[config.mk]
export PLATFORM = sky130hd
export DESIGN_NAME = rv32i_lsu
export DESIGN_NICKNAME = d
export VERILOG_FILES = /design/src/rtl/rv32i_lsu.sv
export SDC_FILE = /design/constraint.sdc
export NUM_CORES = 1
export LEC_CHECK = 0
export ABC_AREA = 1
export CELL_PAD_IN_SITES_DETAIL_PLACEMENT = 1
export CELL_PAD_IN_SITES_GLOBAL_PLACEMENT = 1
export CORE_UTILIZATION = 32
export CTS_BUF_LIST = sky130_fd_sc_hd__clkbuf_8 sky130_fd_sc_hd__clkbuf_16
export DETAILED_ROUTE_END_ITERATION = 6
export PLACE_DENSITY = 0.79
export SYNTH_ARGS = -nofsm -noshare
export SYNTH_HDL_FRONTEND = slang
export SYNTH_SLANG_ARGS = --single-unit
[constraint.sdc]
create_clock -name clk_i -period 4.25 [get_ports clk_i]
set_clock_uncertainty 0.05 [all_clocks]
set_input_delay 0.425 -clock clk_i [delete_from_list [all_inputs] [get_ports clk_i]]
set_output_delay 0.425 -clock clk_i [all_outputs]
set_load 0.05 [all_outputs]
[src/rtl/rv32i_lsu.sv]
// Load/store unit for the multi-cycle rv32i core: aligns stores, extends loads,
// and drives a variable-latency valid/ready data-memory port with timeout.
module rv32i_lsu #(
    parameter int ADDR_WIDTH     = 32,
    parameter int TIMEOUT_CYCLES = 15,
    parameter int CNT_WIDTH      = 8
) (
    input  logic                  clk_i,
    input  logic                  reset_i,
    input  logic                  req_valid_i,
    output logic                  req_ready_o,
    input  logic                  req_store_i,
    input  logic [1:0]            req_size_i,
    input  logic                  req_unsigned_i,
    input  logic [ADDR_WIDTH-1:0] req_addr_i,
    input  logic [31:0]           req_wdata_i,
    output logic                  resp_valid_o,
    output logic [31:0]           resp_rdata_o,
    output logic                  resp_misaligned_o,
    output logic                  resp_timeout_o,
    output logic                  mem_valid_o,
    input  logic                  mem_ready_i,
    output logic                  mem_we_o,
    output logic [ADDR_WIDTH-1:0] mem_addr_o,
    output logic [3:0]            mem_wmask_o,
    output logic [31:0]           mem_wdata_o,
    input  logic [31:0]           mem_rdata_i
);

    typedef enum logic [1:0] {
        S_IDLE = 2'd0,
        S_MEM  = 2'd1,
        S_RESP = 2'd2
    } state_e;

    localparam logic [CNT_WIDTH-1:0] TO_LIMIT = CNT_WIDTH'(TIMEOUT_CYCLES);
    localparam logic                 TO_EN    = (TIMEOUT_CYCLES > 0);

    function automatic logic is_legal(input logic [1:0] size, input logic [1:0] lo);
        logic ok;
        case (size)
            2'b00:   ok = 1'b1;
            2'b01:   ok = (lo[0] == 1'b0);
            2'b10:   ok = (lo == 2'b00);
            default: ok = 1'b0;
        endcase
        return ok;
    endfunction

    function automatic logic [3:0] base_mask(input logic [1:0] size);
        logic [3:0] m;
        case (size)
            2'b00:   m = 4'b0001;
            2'b01:   m = 4'b0011;
            2'b10:   m = 4'b1111;
            default: m = 4'b0000;
        endcase
        return m;
    endfunction

    function automatic logic [31:0] extend_load(input logic [31:0] word, input logic [1:0] lo,
                                                input logic [1:0] size, input logic uns);
        logic [31:0] sh;
        logic [31:0] r;
        sh = word >> {lo, 3'b000};
        case (size)
            2'b00:   r = uns ? {24'h000000, sh[7:0]} : {{24{sh[7]}}, sh[7:0]};
            2'b01:   r = uns ? {16'h0000, sh[15:0]} : {{16{sh[15]}}, sh[15:0]};
            default: r = sh;
        endcase
        return r;
    endfunction

    state_e                state_q, state_d;
    logic [CNT_WIDTH-1:0]  cnt_q, cnt_d;
    logic [1:0]            lo_q, lo_d;
    logic [1:0]            size_q, size_d;
    logic                  uns_q, uns_d;
    logic                  mem_valid_q, mem_valid_d;
    logic                  mem_we_q, mem_we_d;
    logic [ADDR_WIDTH-1:0] mem_addr_q, mem_addr_d;
    logic [3:0]            mem_wmask_q, mem_wmask_d;
    logic [31:0]           mem_wdata_q, mem_wdata_d;
    logic                  resp_valid_q, resp_valid_d;
    logic [31:0]           resp_rdata_q, resp_rdata_d;
    logic                  resp_mis_q, resp_mis_d;
    logic                  resp_to_q, resp_to_d;
    logic [CNT_WIDTH-1:0]  cnt_inc_s;
    logic                  to_hit_s;

    assign cnt_inc_s = cnt_q + CNT_WIDTH'(1'b1);
    // mem_ready in the limit cycle takes priority because it is checked first below.
    assign to_hit_s  = TO_EN && (cnt_inc_s == TO_LIMIT);

    // Next-state and registered-output computation.
    always_comb begin
        state_d      = state_q;
        cnt_d        = cnt_q;
        lo_d         = lo_q;
        size_d       = size_q;
        uns_d        = uns_q;
        mem_valid_d  = mem_valid_q;
        mem_we_d     = mem_we_q;
        mem_addr_d   = mem_addr_q;
        mem_wmask_d  = mem_wmask_q;
        mem_wdata_d  = mem_wdata_q;
        resp_valid_d = 1'b0;
        resp_rdata_d = resp_rdata_q;
        resp_mis_d   = 1'b0;
        resp_to_d    = 1'b0;
        case (state_q)
            S_IDLE: begin
                if (req_valid_i) begin
                    lo_d   = req_addr_i[1:0];
                    size_d = req_size_i;
                    uns_d  = req_unsigned_i;
                    cnt_d  = {CNT_WIDTH{1'b0}};
                    if (is_legal(req_size_i, req_addr_i[1:0])) begin
                        state_d     = S_MEM;
                        mem_valid_d = 1'b1;
                        mem_we_d    = req_store_i;
                        mem_addr_d  = {req_addr_i[ADDR_WIDTH-1:2], 2'b00};
                        mem_wmask_d = req_store_i ? (base_mask(req_size_i) << req_addr_i[1:0]) : 4'b0000;
                        mem_wdata_d = req_store_i ? (req_wdata_i << {req_addr_i[1:0], 3'b000}) : 32'h0000_0000;
                    end else begin
                        state_d      = S_RESP;
                        resp_valid_d = 1'b1;
                        resp_mis_d   = 1'b1;
                        resp_rdata_d = 32'h0000_0000;
                    end
                end else begin
                    state_d = S_IDLE;
                end
            end
            S_MEM: begin
                if (mem_ready_i) begin
                    state_d      = S_RESP;
                    mem_valid_d  = 1'b0;
                    mem_we_d     = 1'b0;
                    resp_valid_d = 1'b1;
                    resp_rdata_d = mem_we_q ? 32'h0000_0000 : extend_load(mem_rdata_i, lo_q, size_q, uns_q);
                    cnt_d        = {CNT_WIDTH{1'b0}};
                end else if (to_hit_s) begin
                    state_d      = S_RESP;
                    mem_valid_d  = 1'b0;
                    mem_we_d     = 1'b0;
                    resp_valid_d = 1'b1;
                    resp_to_d    = 1'b1;
                    resp_rdata_d = 32'h0000_0000;
                    cnt_d        = {CNT_WIDTH{1'b0}};
                end else begin
                    cnt_d = cnt_inc_s;
                end
            end
            S_RESP: begin
                state_d = S_IDLE;
                cnt_d   = {CNT_WIDTH{1'b0}};
            end
            default: begin
                state_d     = S_IDLE;
                cnt_d       = {CNT_WIDTH{1'b0}};
                mem_valid_d = 1'b0;
                mem_we_d    = 1'b0;
            end
        endcase
    end

    // State and output registers; reset aborts any in-flight access.
    always_ff @(posedge clk_i or posedge reset_i) begin
        if (reset_i) begin
            state_q      <= S_IDLE;
            cnt_q        <= {CNT_WIDTH{1'b0}};
            lo_q         <= 2'b00;
            size_q       <= 2'b00;
            uns_q        <= 1'b0;
            mem_valid_q  <= 1'b0;
            mem_we_q     <= 1'b0;
            mem_addr_q   <= {ADDR_WIDTH{1'b0}};
            mem_wmask_q  <= 4'b0000;
            mem_wdata_q  <= 32'h0000_0000;
            resp_valid_q <= 1'b0;
            resp_rdata_q <= 32'h0000_0000;
            resp_mis_q   <= 1'b0;
            resp_to_q    <= 1'b0;
        end else begin
            state_q      <= state_d;
            cnt_q        <= cnt_d;
            lo_q         <= lo_d;
            size_q       <= size_d;
            uns_q        <= uns_d;
            mem_valid_q  <= mem_valid_d;
            mem_we_q     <= mem_we_d;
            mem_addr_q   <= mem_addr_d;
            mem_wmask_q  <= mem_wmask_d;
            mem_wdata_q  <= mem_wdata_d;
            resp_valid_q <= resp_valid_d;
            resp_rdata_q <= resp_rdata_d;
            resp_mis_q   <= resp_mis_d;
            resp_to_q    <= resp_to_d;
        end
    end

    assign req_ready_o       = (state_q == S_IDLE);
    assign resp_valid_o      = resp_valid_q;
    assign resp_rdata_o      = resp_rdata_q;
    assign resp_misaligned_o = resp_mis_q;
    assign resp_timeout_o    = resp_to_q;
    assign mem_valid_o       = mem_valid_q;
    assign mem_we_o          = mem_we_q;
    assign mem_addr_o        = mem_addr_q;
    assign mem_wmask_o       = mem_wmask_q;
    assign mem_wdata_o       = mem_wdata_q;

endmodule
## Word level (Yosys, flattened, before mapping)

Index checks and enable logic that the tools add are counted.

- Logic and storage cells: 82
- Memory bits (writable): 0
- Bits of input ports: 104
- Flip-flop bits (word level): 118
- Bits in latches: 0
- Memory bits (read-only): 0
- Memories: 0

- Order comparisons: 0
- Add/sub/neg operators: 1
- Shift-type cells: 3
- Multiplexer cells: 43
- Equal/unequal tests: 10
- Divide/modulo/power cells: 0
- Reductions and logical operators: 9
- Bitwise operators: 2
- Multipliers: 0

Operator list:

| kind | count |
|---|---|
| 32-bit two-way mux | 8 |
| 32-bit case mux with 2 select lines | 2 |
| 32-bit by 5-bit left shift with 32-bit output | 1 |
| 32-bit by 5-bit >> shifter with 32-bit output | 1 |
| 8-bit two-way mux | 3 |
| 4-bit two-way mux | 4 |
| 8-bit case mux with 2 select lines | 1 |
| 1-bit two-way mux | 15 |
| 4-bit case mux with 3 select lines | 1 |
| 1-bit case mux with 3 select lines | 3 |
| 8-bit by 1-bit adder with 8-bit output (second input constant) | 1 |
| 8-bit by 4-bit == test with 1-bit output (second input constant) | 1 |
| 2-bit logical NOT | 4 |
| 2-bit two-way mux | 4 |
| 4-bit AND reduction | 2 |
| 2-bit by 1-bit == test with 1-bit output (second input constant) | 3 |
| 2-bit == test (second input constant) | 2 |
| 2-bit inequality test (second input constant) | 2 |
| 2-bit case mux with 2 select lines | 1 |
| 4-bit by 2-bit left shift with 4-bit output | 1 |
| 3-bit inequality test (second input constant) | 1 |
| 3-bit AND reduction | 1 |
| 2-bit by 1-bit inequality test with 1-bit output (second input constant) | 1 |
| 1-bit inverter | 2 |
| other kinds (3) | 3 |

## Depth between registers and ports, before layout

Gate-level depths: netlist (run 1).

- Depth in word-level cells: 9
- Mapped depth: 14
- Depth with buffers taken out: 12

## Least setup slack after synthesis (run 1)

OpenSTA, ideal clock, no wires.

- Path type: reg2reg
- From: register state_q[1]
- To: register mem_addr_q[10] (netlist: mem_addr_o[10])
- Buffers on the path: 2
- Setup slack: 1.948 ns
- Period minus slack after synthesis: 2.302 ns
- Required time: 4.081 ns
- Cell stages (with the launch flop): 9
- Setup time: 0.119 ns
- Arrival time: 2.133 ns
- Cell sequence: dfrtp_1 -> nor2_1 -> nand2_1 -> nor2_2 -> inv_2 -> buf_4 -> buf_6 -> nand2_1 -> nand2_1

- Cells in the longest elaborated chain, start to end: 2

Ends and longest elaborated chain:

| item | RTL line | text |
|---|---|---|
| start: declaration | 74 | `state_e state_q, state_d;` |
| start signal: assignment | 186 | `state_q <= state_d;` |
| 2-bit logical NOT | -- |  |
| via req_ready_o | 11 | `output logic req_ready_o,` |
| 3-bit AND reduction (no line) | -- |  |
| end signal: assignment | 178 | `mem_addr_q <= {ADDR_WIDTH{1'b0}};` |
| end signal: assignment | 193 | `mem_addr_q <= mem_addr_d;` |
| end: declaration | 81 | `logic [ADDR_WIDTH-1:0] mem_addr_q, mem_addr_d;` |

The timed path passes the listed nets, and every way through them passes these cells.
A chain may end at the register's enable or synchronous reset.

## Final worst setup path (run 1)

- From: input port req_size_i[0]
- To: register mem_addr_q[2] (netlist: mem_addr_o[2])

- Cells in the longest elaborated chain, start to end: 5
- Elaborated cells on any way between the ends: 7
- Those cells by class: 2 x eq/ne; 3 x mux; 2 x reduce/logical

Ends and longest elaborated chain:

| item | RTL line | text |
|---|---|---|
| start: declaration | 13 | `input logic [1:0] req_size_i,` |
| 2-bit == test, or another cell as far along | 41 | `case (size)` |
| 1-bit case mux with 3 select lines (*) | 41 |  |
| 1-bit two-way mux (*) | 113 | `if (req_valid_i) begin` |
| 1-bit two-way mux (*) | 111 | `case (state_q)` |
| 3-bit AND reduction (no line) (*) | -- |  |

Every way passes the cells marked *; elsewhere a longest branch is shown, timed or not. The select of a mux whose other input is x is not followed.

==> results of run 1 <==
==> state kept, by name (all words and copies together), names as in the netlist, 2 cells and up <==
register      flops
cnt_q             8
lo_q              2
mem_addr_o       30
mem_wdata_o      32
mem_wmask_o       4
resp_rdata_o     32
size_q            2
state_q           2
==> power by group through the flow <==
stage,clock (mW),combinational (mW),sequential (mW)
2_1_floorplan,0,0.733,2.62
3_3_place_gp,0,2.59,1.65
3_5_place_dp,0,2.63,1.65
4_1_cts,1.55,2.64,1.65
5_1_grt,1.59,2.79,1.69
6_report,1.52,2.62,1.64
==> cell usage in the layout, fill, tap and decap left out, types with 6 or more instances in the layout <==
master | synthesis | routed
o21ai_0 | 71 | 71
clkdlybuf4s50_1 | 0 | 207
inv_1 | 60 | 59
a21oi_1 | 11 | 11
mux2i_1 | 7 | 7
nand3_1 | 28 | 28
o22ai_1 | 19 | 19
buf_4 | 5 | 8
inv_6 | 0 | 6
nor2_1 | 28 | 27
clkbuf_16 | 0 | 17
o211ai_1 | 8 | 8
nand2_1 | 334 | 334
ha_1 | 6 | 6
dfrtp_1 | 118 | 118
o31ai_1 | 17 | 17
==> worst max-delay path, delay by kind of cell <==
family | cells | cell delay (ns)
adder cells (fa/ha/maj) | 1 | 0.20
AND/OR/NAND/NOR | 7 | 0.58
buffers and inverters | 6 | 1.57
==> kinds of logic after synthesis <==
logic type,share of synthesized area [%]
other,0.06293
buffers and inverters,8.398
flip-flops,49.55
AO/OA/AOI/OAI,12.60
XOR/XNOR,0.2940
multiplexers,1.176
adder cells (fa/ha/maj),1.260
AND/OR/NAND/NOR,26.66
==> worst min-delay path by stage <==
stage                                   end  depth (start not counted)
6_report            mem_valid_o$_DFFE_PP0P_                          2
5_1_grt           mem_addr_o[7]$_DFFE_PP0P_                          2
4_1_cts        resp_rdata_o[25]$_DFFE_PP0P_                          2
3_5_place_dp   resp_rdata_o[25]$_DFFE_PP0P_                          2
3_3_place_gp   resp_rdata_o[22]$_DFFE_PP0P_                          2
2_1_floorplan         size_q[0]$_DFFE_PP0P_                          2
==> metrics by stage <==
step	util, %	instance area, um2	worst slack [ns]	std cells	hold WS, ns
after floorplan	-	5963	0.6459	774	0.4442
after global placement	45.09	8155	1.354	1175	0.4037
after detailed placement	45.09	8155	1.300	1175	0.4123
after CTS	48.50	8772	1.744	1207	0.4284
after global routing	48.50	8772	1.564	1207	0.4450
final	48.50	8772	1.755	1207	0.4219
==> area by class of cell <==
class | count | area [um2]
clock inverter | 15 | 191.4
clock buffer | 17 | 425.4
timing repair buffer | 216 | 2152
tap | 229 | 286.5
inverter | 65 | 246.5
sequential | 118 | 2953
fill | 2168 | 9314
multi-input combinational | 547 | 2517
==> metal layers <==
layer / track usage, % / vias to the layer above
li1: - / 2845
met1: 26.08 / 2809
met2: 36.15 / 214
met3: 7.690 / 26
met4: 7.629 / 2
met5: 0 / -
==> results.json, run 1 <==
{
  "routed_via_density": 4.885,
  "grt_pass1_wl_mm": 32.62,
  "crit_type": "input port to register",
  "fp.dieW_um": 138.5,
  "outcome": "finished with violations",
  "synth_top_area_share_pct": 49.55,
  "cp_common_cell": "nand2_1",
  "ant_nets": 0,
  "met3_length_mm": 1.886,
  "yosysUniqueCellTypes": 29,
  "relSlewSlack_pct": 25.65,
  "die_y_um": 138.5,
  "reg2regPathDepth": 8,
  "num_antenna_cells": 0,
  "synth_top_cells_by_count": "334 x nand2_1, 118 x dfrtp_1, 71 x o21ai_0, 60 x inv_1",
  "post-route-drc-count": 28,
  "cp-endpoint": "mem_addr_o[2]$_DFFE_PP0P_",
  "layout-drive-gt1-share_pct": 5.828,
  "rr_startpoint": "lo_q[0]$_DFFE_PP0P_",
  "start_util_pct": 32.95,
  "cts_buffers": 17,
  "ys_seq_elements": 118,
  "finalSetupViolCount": 0,
  "async_reset_ff_share_pct": 100.0,
  "wl_met2_mm": 9.559,
  "p_sw_mw": 2.592,
  "combPwrFrac_pct": 45.3,
  "syn_area_um2": 5959,
  "grt_use_total_pct": 21.77,
  "cts_tree": "built",
  "core_um2": 18090,
  "hold_buffers": 0,
  "ys_seq_area_share_pct": 49.55,
  "layout.nets": 1075,
  "grt_pass1_vias": 6146,
  "grt_max_degree": 58,
  "postSynthCellCount": 773,
  "required_ns": 4.55,
  "max_cap_viol_count": 0,
  "hold_class": "register to register",
  "min_period_ns": 2.495,
  "max_freq_mhz": 400.8,
  "clkSinkCount": 118,
  "synth.avg_cell_area_um2": 7.710,
  "violations": "DRC",
  "synthFlopType": "dfrtp_1",
  "tightest_slew_ns": 1.114,
  "clk_pin_slew_ns": 0.06,
  "wl_met1_mm": 8.302,
  "synth_edf_count": 0,
  "post-cts-setup-buffers": 0,
  "worst_path_largest_cell_delay_ns": 0.52,
  "setup_tns_ns": 0,
  "yosysTopAreaCell": "dfrtp_1",
  "cp-start-kind": "input port",
  "htree_levels": 4,
  "overflow": 0,
  "peakVddDrop_mv": 0.4087,
  "syn_to_final_growth_pct": 47.20,
  "p_per_area_nw_per_um2": 659.1,
  "drtIter0Drc": 281,
  "wirelength_mm": 20.06,
  "ys_warn_count": 0,
  "swShare_pct": 44.83,
  "crit_path_cell_trace": "clkdlybuf4s50_1 > inv_1 > ha_1 > inv_1 > nor2_1 > or2_1 > nand2_1 > nand2_1 > inv_2 > nor2_4 > inv_2 > buf_12 > nand2_1 > nand2_1",
  "reg2reg_slack_ns": 2.00,
  "rsz0062_at_grt": "no",
  "antenna_found_initial": 1,
  "worstSkewPairLatency_ns": 0.41,
  "cts_root_buf": "clkbuf_16",
  "post-route-period-util_pct": 58.71,
  "cp-startpoint": "req_size_i[0]",
  "cp_slowest_cell": "inv_2",
  "netlist_top_cells_area": "dfrtp_1 50%, nand2_1 21%, o21ai_0 6.0%",
  "sequentialPowerShare_pct": 28.4,
  "worst_setup_path_end_kind": "register",
  "p_int_mw": 3.190,
  "hpwl_mm": 14.18,
  "worstPathMaxFanout": 46,
  "rows": 49,
  "hp-start": "mem_valid_o$_DFFE_PP0P_",
  "power_mw": 5.782,
  "boundaryPins": 210,
  "drv_slew": 0,
  "dieArea_um2": 19170,
  "io_buffers": 207,
  "cp.arrival_ns": 2.79,
  "routedWlPerCell_um": 16.62,
  "p_leak_nw": 4.199,
  "routed.top_layer": "met5",
  "first_pass_iters": 7,
  "synth.most_common_cell": "nand2_1",
  "clockPowerShare_pct": 26.2,
  "place_congestion": 0.8318,
  "finalHoldViolCount": 0,
  "cts.path.max_buffers": 2,
  "worstReg2RegEnd": "resp_rdata_o[19]$_DFFE_PP0P_",
  "cts_resized": 0,
  "vias": 5896
}
Power figures use the tool's default switching activity.
==> inputs of run 2 (changes only) <==
--- a/config.mk
+++ b/config.mk
@@ -8,10 +8,10 @@
 export ABC_AREA = 1
 export CELL_PAD_IN_SITES_DETAIL_PLACEMENT = 1
 export CELL_PAD_IN_SITES_GLOBAL_PLACEMENT = 1
-export CORE_UTILIZATION = 32
+export CORE_UTILIZATION = 29
 export CTS_BUF_LIST = sky130_fd_sc_hd__clkbuf_8 sky130_fd_sc_hd__clkbuf_16
 export DETAILED_ROUTE_END_ITERATION = 6
-export PLACE_DENSITY = 0.79
+export PLACE_DENSITY = 0.76
 export SYNTH_ARGS = -nofsm -noshare
 export SYNTH_HDL_FRONTEND = slang
 export SYNTH_SLANG_ARGS = --single-unit
==> constraint.sdc (replaced) <==
create_clock -name clk_i -period 2.2 [get_ports clk_i]
set_clock_uncertainty 0.05 [all_clocks]
set_input_delay 0.22 -clock clk_i [delete_from_list [all_inputs] [get_ports clk_i]]
set_output_delay 0.22 -clock clk_i [all_outputs]
set_load 0.05 [all_outputs]
==> run 2 against run 1 <==
Effect of this change:
- the run now ends clean
- die area rose by 10%
- sequential power rose by 91%
- critical path depth shrank 12
- power is 89% higher
- count of clock-buffer cells in the layout stayed put
- non-clock buffer count is 15 higher
- core utilization decreased by 4.2 points
- hold slack worse by 0.19 ns
- setup slack worse by 1.7 ns
- cell count increased by 4.6%
- largest cell class unchanged
- largest power group unchanged
- highest routed layer is now met4
==> results.json, run 2 (synthesis results as in run 1) <==
{
  "hold_class": "input port to async pin",
  "wirelength_mm": 20.24,
  "dp.cells": 1231,
  "post-route-drc-count": 0,
  "fp.dieW_um": 145.4,
  "peakVddDrop_mv": 0.6188,
  "layout.nets": 1090,
  "vias": 5853,
  "post-cts-setup-buffers": 0,
  "antenna_found_initial": 0,
  "cts_tree": "built",
  "worstSkewPairLatency_ns": 0.42,
  "setup_slack_ns": 0.09490,
  "reg2regPathDepth": 12,
  "min_period_ns": 2.105,
  "dieArea_um2": 21130,
  "boundaryPins": 210,
  "grt_use_total_pct": 19.93,
  "hold_buffers": 0,
  "p_leak_nw": 4.261,
  "cp.arrival_ns": 1.84,
  "syn_to_final_growth_pct": 50.09,
  "layout-drive-gt1-share_pct": 7.251,
  "rsz0062_at_grt": "no",
  "clockPowerShare_pct": 24.1,
  "place_congestion": 0.8232,
  "worstPathMaxFanout": 3,
  "routed_via_density": 4.634,
  "num_antenna_cells": 0,
  "swShare_pct": 45.22,
  "cts_root_buf": "clkbuf_16",
  "p_int_mw": 5.999,
  "rows": 52,
  "cts_buffers": 17,
  "tightest_slew_ns": 0.5971,
  "finalSetupViolCount": 0,
  "die_y_um": 145.4,
  "setup_tns_ns": 0,
  "post-route-period-util_pct": 95.69,
  "core_um2": 20170,
  "p_per_area_nw_per_um2": 1224,
  "layout_common_cells": "334 x nand2_1, 207 x clkdlybuf4s50_1, 118 x dfrtp_1",
  "max_cap_viol_count": 0,
  "p_sw_mw": 4.952,
  "cts_resized": 0,
  "crit_type": "register to output port",
  "clkSinkCount": 118,
  "pre_cts_slack_ns": -0.06848,
  "stdcell_area_um2": 8945,
  "htree_levels": 4,
  "postLayoutCoreUtil_pct": 44.35,
  "combPwrFrac_pct": 47.2,
  "outcome": "complete, no violations",
  "fillCellCount": 2478,
  "start_util_pct": 29.55,
  "placed_area_um2": 8386,
  "instances_no_fill": 1263,
  "ant_nets": 0,
  "grt_pass1_vias": 6057,
  "cts.path.max_buffers": 2,
  "io_buffers": 207,
  "required_ns": 1.93,
  "drtIter0Drc": 215,
  "grt_pass1_wl_mm": 32.80,
  "sequentialPowerShare_pct": 28.7,
  "final_common_cell": "nand2_1",
  "worst_setup_path_end_kind": "output port",
  "power_mw": 10.95,
  "drv_slew": 0,
  "finalHoldViolCount": 0,
  "hpwl_mm": 14.71,
  "max_freq_mhz": 475.0,
  "routedWlPerCell_um": 16.03,
  "clk_pin_slew_ns": 0.06,
  "overflow": 0,
  "first_pass_iters": 4,
  "grt_max_degree": 61,
  "hold_ws_ns": 0.2278,
  "cp-start-kind": "register",
  "relSlewSlack_pct": 60.07
}
## run 2: area by class of cell
cell class | count | area, um2 | share of cell area [%]
flip-flops and latches | 118 | 2953 | 33.01
multi-input cells | 547 | 2520 | 28.17
repair buffers | 231 | 2327 | 26.02
clock buffers | 17 | 425.4 | 4.756
well taps | 270 | 337.8 | 3.777
inverters | 65 | 247.7 | 2.770
clock inverters | 15 | 133.9 | 1.497
## run 2: final timing paths
| path | slack (ns) | startpoint | end |
|---|---|---|---|
| setup / recovery | 0.09 | state_q[1]$_DFFE_PP0P_ | req_ready_o |
| hold / removal | 0.23 | reset_i | mem_wdata_o[4]$_DFFE_PP0P_ |
| setup reg to reg | 0.23 | cnt_q[1]$_DFFE_PP0N_ | resp_rdata_o[15]$_DFFE_PP0P_ |
| hold reg to reg | 0.42 | mem_addr_o[10]$_DFFE_PP0P_ | mem_addr_o[10]$_DFFE_PP0P_ |
| max in group asynchronous | 1.57 | reset_i | resp_rdata_o[30]$_DFFE_PP0P_ |
| min in group clk_i | 0.28 | req_addr_i[15] | mem_addr_o[15]$_DFFE_PP0P_ |
## run 2: layer usage
metal / wire length, um / track usage [%] / vias to the layer above
met1: 8580 / 23.50 / 2784
met3: 1684 / 7.492 / 19
met4: 263 / 6.000 / 0
met2: 9713 / 33.68 / 178
li1: - / - / 2872
met5: 0 / 0 / -
## run 2: critical path: stages (launching register included)
cell and delay (ns):
dfrtp_1 0.41, nor2_2 0.18, clkdlybuf4s50_1 0.83
## run 2: power groups by stage
| stage | logic (mW) | registers, mW | clock network [mW] |
|---|---|---|---|
| floorplan | 1.42 | 5.06 | 0 |
| global placement | 5.13 | 3.17 | 0 |
| detailed placement | 5.21 | 3.17 | 0 |
| CTS | 5.23 | 3.15 | 2.71 |
| global route | 5.53 | 3.22 | 2.78 |
| finish | 5.17 | 3.14 | 2.64 |
